### src/rtl/dps_irq_collector_if.sv
// Bus request/return and interrupt handshake bundle for dps_irq_collector.
interface dps_irq_collector_if;
    logic        iDPS_REQ;
    logic        oDPS_BUSY;
    logic        iDPS_RW;
    logic [31:0] iDPS_ADDR;
    logic [31:0] iDPS_DATA;
    logic        oDPS_VALID;
    logic        iDPS_BUSY;
    logic [31:0] oDPS_DATA;
    logic        oDPS_IRQ_REQ;
    logic [5:0]  oDPS_IRQ_NUM;
    logic        iDPS_IRQ_ACK;

    modport slave (
        input  iDPS_REQ, iDPS_RW, iDPS_ADDR, iDPS_DATA, iDPS_BUSY, iDPS_IRQ_ACK,
        output oDPS_BUSY, oDPS_VALID, oDPS_DATA, oDPS_IRQ_REQ, oDPS_IRQ_NUM
    );

    modport master (
        output iDPS_REQ, iDPS_RW, iDPS_ADDR, iDPS_DATA, iDPS_BUSY, iDPS_IRQ_ACK,
        input  oDPS_BUSY, oDPS_VALID, oDPS_DATA, oDPS_IRQ_REQ, oDPS_IRQ_NUM
    );
endinterface

### src/rtl/dps_irq_collector.sv
// Four-source interrupt collector: pending/mask registers on a simple request bus,
// and a lowest-index-first IDLE/REQ/HOLD request FSM.
module dps_irq_collector #(
    parameter logic [3:0] P_INIT_MASK = 4'h0,
    parameter logic [3:0] P_EDGE_SEL  = 4'hF
) (
    input  logic                 iCLOCK,
    input  logic                 iRESET_SYNC,
    input  logic [3:0]           iSRC_IRQ,
    dps_irq_collector_if.slave   bus
);
    localparam int unsigned NSRC  = 4;
    localparam int unsigned DW    = 32;
    localparam int unsigned IDX_W = 2;
    localparam int unsigned NUM_W = 6;

    typedef enum logic [1:0] {
        IDLE = 2'd0,
        REQ  = 2'd1,
        HOLD = 2'd2
    } state_t;

    state_t              b_state;
    logic [NSRC-1:0]     b_pending;
    logic [NSRC-1:0]     b_mask;
    logic [NSRC-1:0]     b_src_q;
    logic [IDX_W-1:0]    b_irq_idx;
    logic                b_irq_req;
    logic [NUM_W-1:0]    b_irq_num;
    logic                b_valid;
    logic [DW-1:0]       b_data;

    logic                accept_c;
    logic                rd_c;
    logic                wr_c;
    logic                addr_ok_c;
    logic [1:0]          sel_c;
    logic [NSRC-1:0]     set_c;
    logic [NSRC-1:0]     w1c_c;
    logic [NSRC-1:0]     ack_clr_c;
    logic [NSRC-1:0]     active_c;
    logic [IDX_W-1:0]    low_idx_c;
    logic [DW-1:0]       rdata_c;
    logic                unused_ok;

    // Only one read may be outstanding, so the stall mirrors the response valid.
    assign accept_c  = bus.iDPS_REQ && !b_valid;
    assign rd_c      = accept_c && !bus.iDPS_RW;
    assign wr_c      = accept_c && bus.iDPS_RW;
    assign addr_ok_c = (bus.iDPS_ADDR[31:4] == 28'h0);
    assign sel_c     = bus.iDPS_ADDR[3:2];
    assign active_c  = b_pending & b_mask;
    assign unused_ok = ^{bus.iDPS_ADDR[1:0], bus.iDPS_DATA[31:4]};

    // Edge sources fire on a 0->1 transition; level sources re-set every cycle while high.
    always_comb begin
        set_c = '0;
        for (int i = 0; i < int'(NSRC); i++) begin
            if (P_EDGE_SEL[i]) set_c[i] = iSRC_IRQ[i] && !b_src_q[i];
            else               set_c[i] = iSRC_IRQ[i];
        end
    end

    always_comb begin
        w1c_c = '0;
        if (wr_c && addr_ok_c && (sel_c == 2'd0)) w1c_c = bus.iDPS_DATA[NSRC-1:0];
    end

    always_comb begin
        ack_clr_c = '0;
        if ((b_state == REQ) && bus.iDPS_IRQ_ACK) ack_clr_c[b_irq_idx] = 1'b1;
    end

    // Lowest set index wins arbitration.
    always_comb begin
        low_idx_c = '0;
        for (int i = int'(NSRC) - 1; i >= 0; i--) begin
            if (active_c[i]) low_idx_c = IDX_W'(i);
        end
    end

    always_comb begin
        rdata_c = '0;
        if (addr_ok_c) begin
            case (sel_c)
                2'd0: rdata_c[NSRC-1:0] = b_pending;
                2'd1: rdata_c[NSRC-1:0] = b_mask;
                2'd2: begin
                    rdata_c[0]   = (b_state == REQ);
                    rdata_c[5:4] = b_irq_idx;
                end
                default: rdata_c = '0;
            endcase
        end
    end

    always_ff @(posedge iCLOCK) begin
        if (iRESET_SYNC) begin
            b_state   <= IDLE;
            b_pending <= '0;
            b_mask    <= P_INIT_MASK;
            b_src_q   <= '0;
            b_irq_idx <= '0;
            b_irq_req <= 1'b0;
            b_irq_num <= '0;
            b_valid   <= 1'b0;
            b_data    <= '0;
        end else begin
            b_src_q   <= iSRC_IRQ;
            // A set in the same cycle as any clear takes priority.
            b_pending <= (b_pending & ~(w1c_c | ack_clr_c)) | set_c;
            if (wr_c && addr_ok_c && (sel_c == 2'd1)) b_mask <= bus.iDPS_DATA[NSRC-1:0];

            if (rd_c) begin
                b_valid <= 1'b1;
                b_data  <= rdata_c;
            end else if (b_valid && !bus.iDPS_BUSY) begin
                b_valid <= 1'b0;
                b_data  <= '0;
            end

            case (b_state)
                IDLE: begin
                    if (active_c != '0) begin
                        b_state   <= REQ;
                        b_irq_idx <= low_idx_c;
                        b_irq_req <= 1'b1;
                        b_irq_num <= {4'h0, low_idx_c};
                    end
                end
                REQ: begin
                    // Once latched, the request completes only through ack.
                    if (bus.iDPS_IRQ_ACK) begin
                        b_state   <= HOLD;
                        b_irq_req <= 1'b0;
                        b_irq_num <= '0;
                    end
                end
                HOLD: begin
                    b_state <= IDLE;
                end
                default: begin
                    b_state   <= IDLE;
                    b_irq_req <= 1'b0;
                    b_irq_num <= '0;
                end
            endcase
        end
    end

    assign bus.oDPS_BUSY    = b_valid;
    assign bus.oDPS_VALID   = b_valid;
    assign bus.oDPS_DATA    = b_data;
    assign bus.oDPS_IRQ_REQ = b_irq_req;
    assign bus.oDPS_IRQ_NUM = b_irq_num;
endmodule

### src/flat_wrapper.sv
// flat-port wrapper written by rule: the top's interface ports become plain ports
module dps_irq_collector_flat 
#(
    parameter logic [3:0] P_INIT_MASK = 4'h0,
    parameter logic [3:0] P_EDGE_SEL  = 4'hF
)
  (iCLOCK, iRESET_SYNC, iSRC_IRQ, bus_iDPS_REQ, bus_iDPS_RW, bus_iDPS_ADDR, bus_iDPS_DATA, bus_iDPS_BUSY, bus_iDPS_IRQ_ACK, bus_oDPS_BUSY, bus_oDPS_VALID, bus_oDPS_DATA, bus_oDPS_IRQ_REQ, bus_oDPS_IRQ_NUM);
  dps_irq_collector_if bus_i ();
  input  logic iCLOCK;
  input  logic iRESET_SYNC;
  input  logic [3:0] iSRC_IRQ;
  input wire logic [$bits(bus_i.iDPS_REQ)-1:0] bus_iDPS_REQ;
  input wire logic [$bits(bus_i.iDPS_RW)-1:0] bus_iDPS_RW;
  input wire logic [$bits(bus_i.iDPS_ADDR)-1:0] bus_iDPS_ADDR;
  input wire logic [$bits(bus_i.iDPS_DATA)-1:0] bus_iDPS_DATA;
  input wire logic [$bits(bus_i.iDPS_BUSY)-1:0] bus_iDPS_BUSY;
  input wire logic [$bits(bus_i.iDPS_IRQ_ACK)-1:0] bus_iDPS_IRQ_ACK;
  output wire logic [$bits(bus_i.oDPS_BUSY)-1:0] bus_oDPS_BUSY;
  output wire logic [$bits(bus_i.oDPS_VALID)-1:0] bus_oDPS_VALID;
  output wire logic [$bits(bus_i.oDPS_DATA)-1:0] bus_oDPS_DATA;
  output wire logic [$bits(bus_i.oDPS_IRQ_REQ)-1:0] bus_oDPS_IRQ_REQ;
  output wire logic [$bits(bus_i.oDPS_IRQ_NUM)-1:0] bus_oDPS_IRQ_NUM;
  assign bus_i.iDPS_REQ = bus_iDPS_REQ;
  assign bus_i.iDPS_RW = bus_iDPS_RW;
  assign bus_i.iDPS_ADDR = bus_iDPS_ADDR;
  assign bus_i.iDPS_DATA = bus_iDPS_DATA;
  assign bus_i.iDPS_BUSY = bus_iDPS_BUSY;
  assign bus_i.iDPS_IRQ_ACK = bus_iDPS_IRQ_ACK;
  assign bus_oDPS_BUSY = bus_i.oDPS_BUSY;
  assign bus_oDPS_VALID = bus_i.oDPS_VALID;
  assign bus_oDPS_DATA = bus_i.oDPS_DATA;
  assign bus_oDPS_IRQ_REQ = bus_i.oDPS_IRQ_REQ;
  assign bus_oDPS_IRQ_NUM = bus_i.oDPS_IRQ_NUM;
  dps_irq_collector #(.P_INIT_MASK(P_INIT_MASK), .P_EDGE_SEL(P_EDGE_SEL)) u_core (.iCLOCK(iCLOCK), .iRESET_SYNC(iRESET_SYNC), .iSRC_IRQ(iSRC_IRQ), .bus(bus_i));
endmodule
### config.mk
export PLATFORM = sky130hd
export DESIGN_NAME = dps_irq_collector_flat
export DESIGN_NICKNAME = d
export VERILOG_FILES = /design/src/rtl/dps_irq_collector_if.sv /design/src/rtl/dps_irq_collector.sv /design/src/flat_wrapper.sv
export SDC_FILE = /design/constraint.sdc
export NUM_CORES = 1
export LEC_CHECK = 0
export ABC_AREA = 1
export BUFFER_PORTS_ARGS = -buffer_cell sky130_fd_sc_hd__buf_2
export CORE_MARGIN = 1
export CORE_UTILIZATION = 45
export CTS_BUF_LIST = sky130_fd_sc_hd__clkbuf_4 sky130_fd_sc_hd__clkbuf_8
export DETAILED_ROUTE_END_ITERATION = 6
export GPL_TIMING_DRIVEN = 0
export PLACE_DENSITY = 0.88
export SLEW_MARGIN = 30
export SYNTH_ARGS = -nofsm -noshare
export SYNTH_HDL_FRONTEND = slang
export SYNTH_SLANG_ARGS = --single-unit
### constraint.sdc
create_clock -name iCLOCK -period 2.3 [get_ports iCLOCK]
set_input_delay 0.46 -clock iCLOCK [delete_from_list [all_inputs] [get_ports iCLOCK]]
set_output_delay 0.46 -clock iCLOCK [all_outputs]
set_load 0.005 [all_outputs]
==> After elaboration in Yosys (flattened, before gate mapping) <==
Index checks and enable logic that the tools add are counted.
{ "word_totals": {"wordCells": 76, "regBits": 56, "output_inout_bits": 41, "inputBits": 74} }
{ "op_classes": {"n_lt_le_gt_ge": 2, "n_reduce_logical": 28, "mux": 25, "n_eq_ne": 6, "n_bitwise": 6} }
{ "op_table": {"columns": ["cell", "n"], "rows": [
  ["2-to-1 mux 32 bit", 2],
  ["zero test 28 bit", 1],
  ["2-to-1 mux 6 bit", 3],
  ["one-hot mux 6 bit (3 select lines)", 1],
  ["2-to-1 mux 2 bit", 7],
  ["logical AND 1 bit", 13],
  ["AND 4 bit", 2],
  ["2-to-1 mux 4 bit", 2],
  ["OR 4 bit", 2],
  ["zero test 1 bit", 7],
  ["one-hot mux 1 bit (3 select lines)", 2],
  ["one-hot mux 3 bit (2 select lines)", 1],
  ["2-to-1 mux 1 bit", 5],
  ["equality test 2 x 1 -> 1 bit, second input constant", 2],
  ["equality test 2 bit, second input constant", 2],
  ["zero test 2 bit", 2],
  ["inverter 4 bit", 1],
  ["one-hot mux 2 bit (2 select lines)", 1],
  ["AND reduction 2 bit", 2],
  ["nonzero test 4 bit", 1],
  ["less-than comparator 2 x 3 -> 1 bit, second input constant", 1],
  ["AND reduction 3 bit", 1],
  ["demux 1 bit (select 2 bit)", 1],
  ["greater-or-equal comparator 2 x 1 -> 1 bit, second input constant", 1],
  ["other kinds (4)", 4]
]} }

==> Depth between registers and ports, before layout <==
{ "depth": {"word_depth": 10, "depth_mapped": 9, "ltp_nobuf": 9} }

==> Least setup slack after synthesis <==
Ideal clock, no wire load.
{ "synth_path": {"path_kind": "input -> register", "from": "input port bus_iDPS_ADDR[27]", "to": "register u_core.b_pending[1]", "setup_time_ns": 0.112, "t_arrival_ns": 1.232, "path_slack_ns": 0.955, "required_ns": 2.188, "path_stages": 9, "n_path_buf": 1, "path_cell_list": "nor2_1 -> nand2_1 -> nor2_2 -> nand2_2 -> nor2_4 -> buf_6 -> nand4_1 -> nand2_1 -> nand2_1"} }
{ "synth_via": {"elab_chain_cells": 8} }
{ "synth_lines": {"columns": ["element", "line_no", "rtl"], "rows": [
  ["start, declared", "flat_wrapper.sv:14", "input wire logic [$bits(bus_i.iDPS_ADDR)-1:0] bus_iDPS_ADDR;"],
  ["zero test 28 bit", "dps_irq_collector.sv:50", "assign addr_ok_c = (bus.iDPS_ADDR[31:4] == 28'h0);"],
  ["logical AND 1 bit (2 in series)", "dps_irq_collector.sv:66", "if (wr_c && addr_ok_c && (sel_c == 2'd0)) w1c_c = bus.iDPS_DATA[NSRC-1:0];"],
  ["2-to-1 mux 4 bit", "dps_irq_collector.sv:66", null],
  ["OR 4 bit", "dps_irq_collector.sv:111", "b_pending <= (b_pending & ~(w1c_c | ack_clr_c)) | set_c;"],
  ["inverter 4 bit", "dps_irq_collector.sv:111", null],
  ["AND 4 bit", "dps_irq_collector.sv:111", null],
  ["OR 4 bit", "dps_irq_collector.sv:111", null],
  ["end signal, assigned", "dps_irq_collector.sv:111", null],
  ["end, declared", "dps_irq_collector.sv:24", "logic [NSRC-1:0] b_pending;"]
]} }
No other way between the ends.
A chain may end at the register's enable or synchronous reset.

==> Final worst setup path <==
{ "layout_path": {"from": "register u_core.b_valid (netlist: u_core.bus.oDPS_BUSY)", "to": "output port bus_oDPS_VALID"} }
{ "layout_rtl": {"columns": ["element", "line_no", "rtl"], "rows": [
  ["start, declared", "dps_irq_collector.sv:30", "logic b_valid;"],
  ["start signal, assigned", "dps_irq_collector.sv:106", "b_valid <= 1'b0;"],
  ["start signal, assigned", "dps_irq_collector.sv:115", "b_valid <= 1'b1;"],
  ["start signal, assigned", "dps_irq_collector.sv:118", "b_valid <= 1'b0;"],
  ["end, declared", "flat_wrapper.sv:19", "output wire logic [$bits(bus_i.oDPS_VALID)-1:0] bus_oDPS_VALID;"]
]} }
No word-level cell between the ends.

==> impl_metrics.yaml <==
critical_path:
  startpoint_type: "register"
  cpPeakStageDelay_ps: 400
  rr_startpoint: "u_core.bus.oDPS_BUSY"
  path_class: "register to output pin"
  cp_cell_sequence: "buf_4 > buf_2"
  cp_max_fo: 4
  r2r_cells: 7
  path_depth: 2
  cp_top_family: "flip-flops"
  rr_endpoint: "u_core.b_mask[3]"
  end_kind: "output pin"
  worst-path-buf-inv: 2
  arrival_ps: 930
  cpMaxStageDelayCell: "dfxtp_1"
  rrSetupSlack_ps: 1070
  critPathRequiredTime_ps: 1840
clock_network:
  cts.sinks: 26
  cts_resized: 0
  cts_setup_buffers: 0
  cts_hold_buf: 0
  insertion_delay_ps: 320
  cts_root_buffer: "clkbuf_4"
  clockBufferDepth: 2
  cts_buffers: 3
  cts_max_level: 1
  cts_tree: "done"
  cts.clk_slew.worst_paths_ps: 130
layout:
  multi_input_area_um2: 747
  ff_latch_area_um2: 520
  syn2layout_area_growth_pct: 29.6
  utilization: 0.634
  antennaDiodeCount: 0
  fin_nets: 394
  layout_commonest_cell: "buf_2"
  mostFrequentLayoutCells: "buf_2, nand2_1, inv_1, buf_4"
  fill_cells: 315
  layoutNonFillerInstCount: 362
  layout-drive-gt1-share: 0.321
  stdcell_area_mm2: 0.00200
global_routing:
  grt_usage: 0.194
  antenna_found_initial: 0
  grt_max_degree: 14
  overflow: 0
  grt_pass1_vias: 1268
  grt_pass1_wl_um: 5280
route:
  viasPerCell: 4.17
  wl_per_cell_um: 8.69
  routed-via-count: 1510
  drc: 0
  drt-initial-drc-count: 56
  drt_pass1_iterations: 4
  routed_wl_um: 3150
  final_antenna_net_count: 0
floorplan:
  die-area_mm2: 0.00366
  chipWidth_um: 60.5
  rows: 20
  start_util: 0.489
  io_pins: 115
  die-height_um: 60.5
  core_mm2: 0.00315
outcome:
  outcome: "finished clean"
timing:
  hold_viol: 0
  setup_viol: 0
  slew_violations: 0
  rsz0062_at_grt: "no"
  fmax_mhz: 720
  period_minus_slack_ps: 1390
  skew_ps: 6.88
  fin_crit_sh: 0.604
  setup_tns_ps: 0
placement:
  dpl_cell_area_mm2: 0.00198
  portBuffers: 54
  post-place-cells: 359
  gp_congestion: 0.891
  dp_hpwl_um: 2650
worst_hold_path:
  hp-start: "iRESET_SYNC"
  whs_path_depth: 2
  hp-class: "input pin to register"
  min_to: "u_core.b_src_q[3]"
power_and_ir_drop:
  powerDensity_mw_per_mm2: 404
  total_power_uw: 808
  ir_drop_mv: 0.450
  leakage_nw: 1.05
synth:
  postSynthCellCount: 232
  yosysWarnings: 0
  ys_ff_latch: 26
  synth.distinct_cells: 24
  yosysSeqAreaShare: 0.338
  synth_area_per_cell_um2: 6.64
  synth_area_mm2: 0.00154
run:
  maxCapViolCount: 0
[worst max path at each step]
| stage | start | endpoint | slack (ps) |
|---|---|---|---|
| after global routing | u_core.bus.oDPS_BUSY | bus_oDPS_VALID | 860 |
| final | u_core.bus.oDPS_BUSY | bus_oDPS_VALID | 910 |
| after global placement | bus_iDPS_ADDR[27] | u_core.b_pending[3] | 760 |
| after CTS | u_core.bus.oDPS_BUSY | bus_oDPS_VALID | 900 |
| after floorplan | bus_iDPS_ADDR[27] | u_core.b_pending[1] | 960 |
| after detailed placement | bus_iDPS_ADDR[27] | u_core.b_pending[1] | 710 |
[stage by stage]
stage               setup slack (ps)  hold WS (ps)
floorplan                        955           429
CTS                              902           333
detailed placement               710           440
finish                           911           341
global route                     857           324
global placement                 763           435
[report_power, final]
group,leakage [nW],switching (mW),internal (mW)
clock network,0.0138,0.125,0.0614
logic,0.824,0.0740,0.0793
registers,0.212,0.00621,0.462
[cell usage after synthesis]
| master | count | area, um^2 |
|---|---|---|
| o21ai_1 | 1 | 5.00 |
| nor3_1 | 7 | 35.0 |
| inv_1 | 31 | 116 |
| nand2_1 | 50 | 188 |
| and2_1 | 2 | 12.5 |
| nor2_2 | 3 | 18.8 |
| dfxtp_1 | 26 | 521 |
| nor2_1 | 30 | 113 |
| o21ai_2 | 1 | 8.76 |
| o22ai_1 | 3 | 18.8 |
| nand3_1 | 9 | 45.0 |
| clkbuf_1 | 2 | 7.51 |
| o211ai_1 | 1 | 7.51 |
| nor3b_2 | 1 | 12.5 |
| conb_1 | 1 | 3.75 |
| nand4_1 | 9 | 56.3 |
| nor2_4 | 2 | 22.5 |
| o21ai_0 | 2 | 10.0 |
| buf_4 | 31 | 233 |
| inv_2 | 4 | 15.0 |
| buf_6 | 1 | 11.3 |
| nand3_2 | 1 | 10.0 |
| a21oi_1 | 13 | 65.1 |
| nand2_2 | 1 | 6.26 |
[cells by family (layout without fill, tap and decap cells)]
kind of cell           after synthesis  after routing  share of synthesized area
buffers and inverters               69            126                      0.248
flip-flops                          26             26                      0.338
other                                1             30                    0.00243
AND/OR/NAND/NOR                    115            115                      0.337
AO/OA/AOI/OAI                       21             21                     0.0747
[state kept, by name, indices dropped and copies added (netlist names)]
register,count
u_core.b_irq_idx,2
u_core.b_mask,4
u_core.b_pending,4
u_core.b_src_q,4
u_core.b_state,2
u_core.bus.oDPS_BUSY,1
u_core.bus.oDPS_DATA,6
u_core.bus.oDPS_IRQ_NUM,2
u_core.bus.oDPS_IRQ_REQ,1
[area by class of cell]
class / count / share of cell area
timing repair buffer: 54 / 0.135
buffer: 34 / 0.126
sequential: 26 / 0.260
clock buffer: 3 / 0.0113
inverter: 35 / 0.0657
multi-input combinational: 166 / 0.374
tap: 44 / 0.0276
[routing by layer]
layer | global-route usage | part of all wire | wire (um)
met4 | 0.0487 | 0.0079 | 25
met5 | 0 | 0 | 0
met3 | 0.0533 | 0.074 | 232
met2 | 0.352 | 0.49 | 1530
met1 | 0.225 | 0.43 | 1360
(Power assumes the default switching activity.)
